`config.mk`:
```
export PLATFORM = sky130hd
export DESIGN_NAME = uart_time_loader_flat
export DESIGN_NICKNAME = d
export VERILOG_FILES = /design/src/rtl/uart_time_loader_if.sv /design/src/rtl/uart_time_loader.sv /design/src/flat_wrapper.sv
export SDC_FILE = /design/constraint.sdc
export NUM_CORES = 1
export LEC_CHECK = 0
export CORE_MARGIN = 1.5
export CORE_UTILIZATION = 61
export DETAILED_ROUTE_END_ITERATION = 7
export GPL_ROUTABILITY_DRIVEN = 0
export GPL_TIMING_DRIVEN = 0
export PLACE_DENSITY = 0.86
export SLEW_MARGIN = 20
export SYNTH_ARGS = -nofsm -noshare
export SYNTH_HDL_FRONTEND = slang
export SYNTH_SLANG_ARGS = --single-unit
```
`constraint.sdc`:
```
create_clock -name clk -period 4.9 [get_ports clk]
set_clock_uncertainty 0.15 [all_clocks]
set_input_delay 0.49 -clock clk [delete_from_list [all_inputs] [get_ports clk]]
set_output_delay 0.49 -clock clk [all_outputs]
set_load 0.02 [all_outputs]
```
`src/rtl/uart_time_loader_if.sv`:
```
// UART byte handshake plus time-load outputs of the world-clock time loader.
// The host/bench side uses master; the loader itself uses slave.
interface uart_time_loader_if;
  logic [7:0] rxdata;
  logic       rxready;
  logic       rxclk;
  logic [7:0] txdata;
  logic       txready;
  logic       txclk;
  logic       load;
  logic [6:0] load_hours;
  logic [6:0] load_minutes;
  logic [6:0] load_seconds;
  logic       frame_error;

  modport master (
    output rxdata, rxready, txready,
    input  rxclk, txdata, txclk, load, load_hours, load_minutes, load_seconds, frame_error
  );

  modport slave (
    input  rxdata, rxready, txready,
    output rxclk, txdata, txclk, load, load_hours, load_minutes, load_seconds, frame_error
  );
endinterface

```
`src/rtl/uart_time_loader.sv`:
```
// Parses "T HHMMSS <CR|LF>" frames from the UART, presets the clock24 counters
// with a one-cycle load strobe and answers each finished frame with 'K' or 'E'.
module uart_time_loader #(
  parameter int TIMEOUT_CYCLES = 500
) (
  input logic               clk,
  input logic               reset,
  uart_time_loader_if.slave bus
);

  localparam int              TW       = $clog2(TIMEOUT_CYCLES + 1);
  localparam logic [TW-1:0]   TMO_LAST = TW'(TIMEOUT_CYCLES - 1);
  localparam logic [7:0]      CH_T     = 8'h54;
  localparam logic [7:0]      CH_CR    = 8'h0D;
  localparam logic [7:0]      CH_LF    = 8'h0A;
  localparam logic [7:0]      CH_K     = 8'h4B;
  localparam logic [7:0]      CH_E     = 8'h45;

  typedef enum logic [1:0] {IDLE, DIGITS, TERM, RESPOND} state_t;

  state_t          state_q, state_d;
  logic            rx_q;
  logic            accept;
  logic [2:0]      idx_q, idx_d;
  logic [5:0][3:0] digits_q, digits_d;
  logic [TW-1:0]   tmo_q, tmo_d;
  logic            rxclk_q;
  logic            txclk_q, txclk_d;
  logic            load_q, load_d;
  logic            ferr_q, ferr_d;
  logic [7:0]      txdata_q, txdata_d;
  logic [6:0]      hours_q, hours_d;
  logic [6:0]      minutes_q, minutes_d;
  logic [6:0]      seconds_q, seconds_d;
  logic [6:0]      hours_v, minutes_v, seconds_v;
  logic            is_digit, is_term, time_ok, timed_out;

  function automatic logic [6:0] field(input logic [3:0] tens, input logic [3:0] ones);
    return 7'(tens) * 7'd10 + 7'(ones);
  endfunction

  assign accept    = bus.rxready & ~rx_q;
  assign is_digit  = (bus.rxdata >= 8'h30) && (bus.rxdata <= 8'h39);
  assign is_term   = (bus.rxdata == CH_CR) || (bus.rxdata == CH_LF);
  assign hours_v   = field(digits_q[0], digits_q[1]);
  assign minutes_v = field(digits_q[2], digits_q[3]);
  assign seconds_v = field(digits_q[4], digits_q[5]);
  assign time_ok   = (hours_v <= 7'd23) && (minutes_v <= 7'd59) && (seconds_v <= 7'd59);
  assign timed_out = (tmo_q == TMO_LAST);

  always_comb begin
    // NOTE: every target gets its default first, so no path through the case can infer a latch.
    state_d   = state_q;
    idx_d     = idx_q;
    digits_d  = digits_q;
    txdata_d  = txdata_q;
    hours_d   = hours_q;
    minutes_d = minutes_q;
    seconds_d = seconds_q;
    load_d    = 1'b0;
    txclk_d   = 1'b0;
    ferr_d    = 1'b0;
    tmo_d     = '0;
    if ((state_q == DIGITS || state_q == TERM) && !accept) tmo_d = tmo_q + TW'(1);

    unique case (state_q)
      IDLE: begin
        if (accept && bus.rxdata == CH_T) begin
          state_d  = DIGITS;
          idx_d    = '0;
          digits_d = '0;
        end
      end
      DIGITS: begin
        if (accept) begin
          if (bus.rxdata == CH_T) begin
            idx_d    = '0;
            digits_d = '0;
          end else if (is_digit) begin
            digits_d[idx_q] = bus.rxdata[3:0];
            idx_d           = idx_q + 3'd1;
            if (idx_q == 3'd5) state_d = TERM;
          end else begin
            state_d  = RESPOND;
            txdata_d = CH_E;
            ferr_d   = 1'b1;
          end
        end else if (timed_out) begin
          state_d = IDLE;
          ferr_d  = 1'b1;
          tmo_d   = '0;
        end
      end
      TERM: begin
        if (accept) begin
          if (bus.rxdata == CH_T) begin
            state_d  = DIGITS;
            idx_d    = '0;
            digits_d = '0;
          end else if (is_term && time_ok) begin
            state_d   = RESPOND;
            txdata_d  = CH_K;
            load_d    = 1'b1;
            hours_d   = hours_v;
            minutes_d = minutes_v;
            seconds_d = seconds_v;
          end else begin
            state_d  = RESPOND;
            txdata_d = CH_E;
            ferr_d   = 1'b1;
          end
        end else if (timed_out) begin
          state_d = IDLE;
          ferr_d  = 1'b1;
          tmo_d   = '0;
        end
      end
      RESPOND: begin
        // Bytes arriving here are dropped; only txready moves us on.
        if (bus.txready) begin
          txclk_d = 1'b1;
          state_d = IDLE;
        end
      end
      default: state_d = IDLE;
    endcase
  end

  // NOTE: state registers use non-blocking assignments so every flop samples pre-edge values.
  always_ff @(posedge clk) begin
    if (reset) begin
      state_q   <= IDLE;
      rx_q      <= 1'b0;
      idx_q     <= '0;
      digits_q  <= '0;
      tmo_q     <= '0;
      rxclk_q   <= 1'b0;
      txclk_q   <= 1'b0;
      load_q    <= 1'b0;
      ferr_q    <= 1'b0;
      txdata_q  <= 8'h00;
      hours_q   <= '0;
      minutes_q <= '0;
      seconds_q <= '0;
    end else begin
      state_q   <= state_d;
      rx_q      <= bus.rxready;
      idx_q     <= idx_d;
      digits_q  <= digits_d;
      tmo_q     <= tmo_d;
      rxclk_q   <= accept;
      txclk_q   <= txclk_d;
      load_q    <= load_d;
      ferr_q    <= ferr_d;
      txdata_q  <= txdata_d;
      hours_q   <= hours_d;
      minutes_q <= minutes_d;
      seconds_q <= seconds_d;
    end
  end

  assign bus.rxclk        = rxclk_q;
  assign bus.txclk        = txclk_q;
  assign bus.txdata       = txdata_q;
  assign bus.load         = load_q;
  assign bus.load_hours   = hours_q;
  assign bus.load_minutes = minutes_q;
  assign bus.load_seconds = seconds_q;
  assign bus.frame_error  = ferr_q;

endmodule

```
`src/flat_wrapper.sv`:
```
// flat-port wrapper written by rule: the top's interface ports become plain ports
module uart_time_loader_flat 
#(
  parameter int TIMEOUT_CYCLES = 500
)
  (clk, reset, bus_rxdata, bus_rxready, bus_txready, bus_rxclk, bus_txdata, bus_txclk, bus_load, bus_load_hours, bus_load_minutes, bus_load_seconds, bus_frame_error);
  uart_time_loader_if bus_i ();
  input logic clk;
  input logic reset;
  input wire logic [$bits(bus_i.rxdata)-1:0] bus_rxdata;
  input wire logic [$bits(bus_i.rxready)-1:0] bus_rxready;
  input wire logic [$bits(bus_i.txready)-1:0] bus_txready;
  output wire logic [$bits(bus_i.rxclk)-1:0] bus_rxclk;
  output wire logic [$bits(bus_i.txdata)-1:0] bus_txdata;
  output wire logic [$bits(bus_i.txclk)-1:0] bus_txclk;
  output wire logic [$bits(bus_i.load)-1:0] bus_load;
  output wire logic [$bits(bus_i.load_hours)-1:0] bus_load_hours;
  output wire logic [$bits(bus_i.load_minutes)-1:0] bus_load_minutes;
  output wire logic [$bits(bus_i.load_seconds)-1:0] bus_load_seconds;
  output wire logic [$bits(bus_i.frame_error)-1:0] bus_frame_error;
  assign bus_i.rxdata = bus_rxdata;
  assign bus_i.rxready = bus_rxready;
  assign bus_i.txready = bus_txready;
  assign bus_rxclk = bus_i.rxclk;
  assign bus_txdata = bus_i.txdata;
  assign bus_txclk = bus_i.txclk;
  assign bus_load = bus_i.load;
  assign bus_load_hours = bus_i.load_hours;
  assign bus_load_minutes = bus_i.load_minutes;
  assign bus_load_seconds = bus_i.load_seconds;
  assign bus_frame_error = bus_i.frame_error;
  uart_time_loader #(.TIMEOUT_CYCLES(TIMEOUT_CYCLES)) u_core (.clk(clk), .reset(reset), .bus(bus_i));
endmodule
```
==> results of run 1 <==
==> layout make-up <==
type | instances | share of cell area
multi-input combinational | 309 | 0.506
sequential | 67 | 0.300
timing repair buffer | 37 | 0.0829
clock buffer | 10 | 0.0308
buffer | 24 | 0.0286
inverter | 25 | 0.0210
tap | 75 | 0.0210
clock inverter | 6 | 0.00925
==> cell usage after synthesis (4+ instances only) <==
cell,count,area [sq um]
fa_1,6,120
and3_1,4,25.0
a211oi_1,4,30.0
inv_1,25,93.8
a32oi_1,16,140
buf_4,8,60.1
clkbuf_1,10,37.5
ha_1,28,350
mux2i_1,11,110
nand2b_1,22,138
nor2b_1,12,75.1
nor3_1,4,20.0
mux2_2,7,78.8
buf_2,6,30.0
nor3b_1,8,60.1
xor2_1,5,43.8
a22oi_1,10,75.1
nor2_1,54,203
a21oi_1,15,75.1
xnor2_1,13,114
o21ai_0,12,60.1
dfxtp_1,67,1340
nand3_1,8,40.0
nand2_1,23,86.3
a21o_1,4,30.0
==> flip-flops by register name, indices dropped and copies added (netlist names) <==
register and count:
u_core.bus.txclk 1, u_core.bus.frame_error 1, u_core.idx_q 3, u_core.bus.load_minutes 7
u_core.bus.load_seconds 7, u_core.rx_q 1, u_core.bus.txdata 3, u_core.bus.rxclk 1
u_core.bus.load 1, u_core.digits_q 24, u_core.tmo_q 9, u_core.bus.load_hours 7
u_core.state_q 2
==> power groups by stage <==
stage	registers [mW]	clock network, mW	logic, mW
after global routing	0.551	0.443	0.0976
after CTS	0.551	0.421	0.0884
after global placement	0.563	0	0.0865
after detailed placement	0.563	0	0.0878
after floorplan	0.566	0	0.0561
final	0.551	0.416	0.0901
==> final timing paths <==
path	from	to	slack, ps
max reg2reg	u_core.digits_q[17]	u_core.bus.load_seconds[3]	1530
min reg2reg	u_core.tmo_q[0]	u_core.tmo_q[0]	290
max	u_core.digits_q[17]	u_core.bus.load_seconds[3]	1530
min	u_core.tmo_q[0]	u_core.tmo_q[0]	290
==> logic make-up after synthesis <==
logic type / Yosys count / share of synthesized area
flops: 67 / 0.352
mux: 18 / 0.0495
simple gates: 156 / 0.221
fa+ha+maj: 35 / 0.126
xor+xnor: 18 / 0.0413
other cells: 1 / 0.000983
buf+inv: 49 / 0.0581
compound gates: 79 / 0.152
==> worst max-delay path: stages, from the launching register on <==
cell,delay (ps)
dfxtp_1,400
ha_1,260
ha_1,200
inv_1,70
fa_1,490
a21o_1,180
a211oi_1,190
o21ai_0,120
a22oi_1,550
nor4_4,140
buf_4,230
mux2_2,280
==> per-layer routing <==
| layer | GRT usage | vias up |
|---|---|---|
| met3 | 0.0567 | 16 |
| met2 | 0.434 | 114 |
| met4 | 0.0966 | 0 |
| li1 | - | 1577 |
| met5 | 0 | - |
| met1 | 0.342 | 1534 |
==> results.md, run 1 <==
* Status: completed
* Most common cell after layout, fill and taps aside: dfxtp_1
* Inserted Diodes at 0
* Share of cells above drive strength 1 at 0.0962
* Endpoints failing hold at 0
* CTS tree: done
* Dominant synthesized flop cell: dfxtp_1
* Power Internal at between 0.7 and 0.8 mW
* Mean post-synth cell area at 9.02 sq um
* PostCTS Resize Cnt at 0
* Avg WL per Cell at 15.5 microns
* Setup TNS at 0 ps
* Number of max-slew violations in the final report at 0
* Combinational Power Share at 0.085
* Worst setup SP type: flip-flop
* Leak at 1.67 nW
* DIE WIDTH at 82.1 microns
* #FFs+latches synth at 67
* Die Footprint at 6740 sq um
* H-tree depth at 3
* Worst r2r path cells at 11
* Final hold slack at roughly 290 ps
* Setup CP Type: reg -> reg
* Setup bufs post-CTS at 0
* Hold path cells at 1
* Max Fanout on Critical Path at 10
* Net Sw Frac at 0.264
* GRT Total Usage at 0.265
* DR iter-0 viols at about 190
* Sequential Power Share at 0.521
* Routed wl met2 at 4010 microns
* Max IR drop VDD at 0.000167 V
* Pre-Repair DR Iteration Count at 5
* Port Buf Inserts at 37
* Post-DP Area at 4290 sq um
* Via count of the first global-routing pass at 2946
* DRC violations left at 0
* Time the worst path needs with I/O delays and setup at 3370 ps
* Net count, final at between 500 and 600
* Crit end category: flip-flop
* Pre-CTS WS at 1590 ps
* Final worst slack at 1530 ps
* FILL cells at 430
* CTS sink count at 67
* HP Class: reg -> reg
* Total grt overflow at 0
* Highest routed layer: met4
* Clock tree buffer depth at 2
* Sequential share of the synthesized area at 0.352
* Highest-count cells in the layout ignoring fill and taps: dfxtp_1, nor2_1, clkdlybuf4s50_1
* Cts hold-fix bufs at 0
* Worst endpoint required time at 4990 ps
* PwrDens at between 200 and 250 nW/um^2
* Register area at 1340 sq um
* I/O pins at 45
* Fmax at 297 MHz
* Max_slew headroom at 0.517
* Distinct cell type count after synthesis at 55
* Detailed Place HPWL at 6140 microns
* RSZ-0062 raised after global routing: false
* Final instance area at around 4500 sq um
* Setup Viol. Count Final at 0
* Maxcap violations at 0
* Initial Utilization at 0.637
* Post-route clock period utilization at 0.688
* Post-Layout Cell Count at around 550
* Routed WL at between 8000 and 9000 microns
* Area Growth Syn to Fin at 17.1%
* Arrival time worst endpoint at 3460 ps
* Largest net degree at the start of global routing at 13
* Met1 wire length at 3970 microns
* Worst-path clk slew at roughly 80 ps
* Antenna violations before repair at 0
* Post-synth EDFFs at 0
* CTS root buf: clkbuf_8
* CTS Buf Count at 9
* Worst slew pin tran at 717 ps
* Chip Height at 82.1 microns
* Via density at ~5.9
* Final ANT Viol Nets at 0
* Area of the multi-input gates at 2260 sq um
* Post-synthesis cell area at between 3000 and 4000 sq um
* Post-placement cell count at between 500 and 600
* Asr flop ratio synth at 0
* First-pass GRT wire length at 13500 microns
* P_sw at between 0.2 and 0.3 mW
* Synth Instances at between 400 and 500
* Vias at 3241
* Met3 WL at about 460 microns
* Rows at 28
* Fin util at 0.745
* Clock power share at 0.394
* CORE AREA at about 6000 sq um
* Synth warnings at 0
* Worst-Skew Late Latency at 340 ps
* Final Power at 1.06 mW
Power figures use the tool's default switching activity.
==> run 2: changes to the inputs <==
- CORE_UTILIZATION: 61 -> 51
- PLACE_DENSITY: 0.86 -> 0.77
- clock period: 4.9 -> 3.1 ns (I/O delays scaled with it)
==> run 2 against run 1 <==
Compared with the run above: first-iteration DRC count up 13%; wire length up 7.1%; sequential power up 58%; register-to-register slack worse by 1500 ps; count of clock-buffer cells in the layout down 1; final cell count up 6.5%; hold slack worse by 70 ps; maximum frequency up 9.6%.
==> results.md, run 2 (synthesis gave the netlist of run 1 again) <==
* Detailed Place HPWL at 6330 microns (+3.2%)
* Chip Height at 89.5 microns (+9.0%)
* Share of cells above drive strength 1 at 0.173 (+0.0772)
* Setup Viol. Count Final at 0 (unchanged)
* Most common cell after layout, fill and taps aside: dfxtp_1
* Maxcap violations at 0 (unchanged)
* Met2 usage at 0.390 (-0.0440)
* Highest-count cells in the layout ignoring fill and taps: dfxtp_1, nor2_1, clkdlybuf4s50_1
* Post-DP Area at 4320 sq um (+0.70%)
* Rows at 31 (+11%)
* Avg WL per Cell at 15.6 microns (+0.58%)
* Max_slew headroom at 0.466 (-0.0514)
* Max reg flops at 24 (unchanged)
* Number of max-slew violations in the final report at 0 (unchanged)
* First-pass GRT wire length at 14200 microns (+5.1%)
* Setup TNS at 0 ps (unchanged)
* Final hold slack at 223 ps (-70.1 ps)
* Leak at 1.79 nW (+7.3%)
* Vias at 3308 (+2.1%)
* Final ANT Viol Nets at 0 (unchanged)
* Grt met1 use at 0.307 (-0.0354)
* DRC violations left at 0 (unchanged)
* Status: completed
* Port Buf Inserts at 37 (unchanged)
* Area of the multi-input gates at 2390 sq um (+5.9%)
* FILL cells at 579 (+35%)
* PwrDens at 394 nW/um^2 (+66%)
* CTS root buf: clkbuf_8
* Worst-path clk slew at 80 ps (about the same)
* Register area at 1360 sq um (+1.1%)
* Net count, final at 531 (+2.3%)
* Worst setup SP type: flip-flop
* Initial Utilization at 0.526 (-0.111)
* Final instance area at 4830 sq um (+8.2%)
* CTS Buf Count at 9 (unchanged)
* Inserted Diodes at 0 (unchanged)
* DR iter-0 viols at 217 (+13%)
* GRT Total Usage at 0.232 (-0.0328)
* HP Class: in -> reg
* Max Fanout on Critical Path at 7 (-3)
* Total grt overflow at 0 (unchanged)
* Endpoints failing hold at 0 (unchanged)
* Arrival time worst endpoint at 3170 ps (-290 ps)
* CTS tree: done
* Pre-Repair DR Iteration Count at 5 (unchanged)
* Time the worst path needs with I/O delays and setup at 3080 ps (-295 ps)
* Final Power at 1.90 mW (+80%)
* Most flops, register: u_core.digits_q
* Area Growth Syn to Fin at 26.6%
* Clock tree buffer depth at 2 (unchanged)
* RSZ-0062 raised after global routing: true
* I/O pins at 45 (unchanged)
* Worst slew pin tran at 794 ps (+76.5 ps)
* Worst endpoint required time at 3190 ps (-1800 ps)
* Routed WL at 9170 microns (+7.1%)
* GRT Max-Usage Layer: met2
* Crit end category: flip-flop
* Antenna violations before repair at 0 (unchanged)
* Via density at 5.62 (-4.2%)
* Setup CP Type: reg -> reg
* Via count of the first global-routing pass at 2964 (+0.61%)
* Largest regs: u_core.digits_q x24, u_core.tmo_q x9
* H-tree depth at 3 (unchanged)
* DIE WIDTH at 89.5 microns (+9.0%)
* GR Layer Usage met3 at 0.0259 (-0.0308)
* CTS sink count at 67 (unchanged)
* Fmax at 325 MHz (+9.6%)
* Largest net degree at the start of global routing at 13 (unchanged)
* CORE AREA at 7250 sq um (+21%)
* Post-route clock period utilization at 0.992 (+0.304)
* Worst-Skew Late Latency at 360 ps (+20 ps)
* Die Footprint at 8010 sq um (+19%)
* Max IR drop VDD at 0.000200 V (+20%)
-- run 2: changes by cell type in the layout (fill, tap and decap cells not counted), moves of 3 or more --
cell	change
ha_4	+4
ha_1	-5
mux2_4	+7
buf_4	+7
dfxtp_2	+6
dfxtp_1	-8
buf_6	+3
fa_2	+3
mux2_2	-7
fa_1	-3
bufinv_16	+3
-- run 2: power breakdown --
part / internal [mW] / total, mW / switching [mW]
registers: 0.864 / 0.869 / 0.00465
logic: 0.0545 / 0.144 / 0.0891
clock network: 0.532 / 0.889 / 0.357
total: 1.45 / 1.90 / 0.451
-- run 2: area by class of cell --
cell class	count	share of cell area
Timing Repair Buffer	49	0.100
Clock buffer	9	0.0256
Tap cell	99	0.0256
Clock inverter	7	0.0241
Buffer	24	0.0287
Inverter	25	0.0194
Sequential cell	67	0.281
Multi-Input combinational cell	309	0.495
-- run 2: what timing repair did --
item,in CTS,in global routing
resized for setup,15,29
cloned,0,1
setup endpoints to repair,22,23
setup buffers,8,3
pin swaps,7,14
hold buffers,0,0
-- run 2: worst paths after layout --
| path | slack (ps) | cells past startpoint | to | from |
|---|---|---|---|---|
| max | 20 | 10 | u_core.bus.load_minutes[5] | u_core.digits_q[3] |
| min | 220 | 3 | u_core.digits_q[11] | bus_rxdata[3] |
| max reg2reg | 20 | 10 | u_core.bus.load_minutes[5] | u_core.digits_q[3] |
| min reg2reg | 290 | 1 | u_core.bus.rxclk | u_core.rx_q |
-- run 2: critical path, stage by stage, from the launching register on --
cell and delay [ps]:
dfxtp_2 360, ha_4 270, ha_4 110, inv_2 30
fa_2 580, o21a_1 150, o221ai_2 110, or2_1 280
nor4_4 400, buf_6 210, mux2_4 300
-- run 2: routing by layer --
metal,wire (microns),vias up
li1,-,1610
met1,4170,1558
met2,4350,114
met3,453,26
met4,197,0
met5,0,-
-- run 2: through the flow --
stage               cells  worst slack, ps  utilization
floorplan             425              170            -
global placement      561             -182        0.595
detailed placement    561             -217        0.595
CTS                   585             15.8        0.644
global route          589            -42.7        0.666
finish                589             23.6        0.666
==> run 3: changes to the inputs <==
- ABC_CLOCK_PERIOD_IN_PS: unset -> 3100
- CAP_MARGIN: unset -> 10
==> results of run 3 <==
Same layout as run 2: the final DEF is identical, and so are final timing and power.
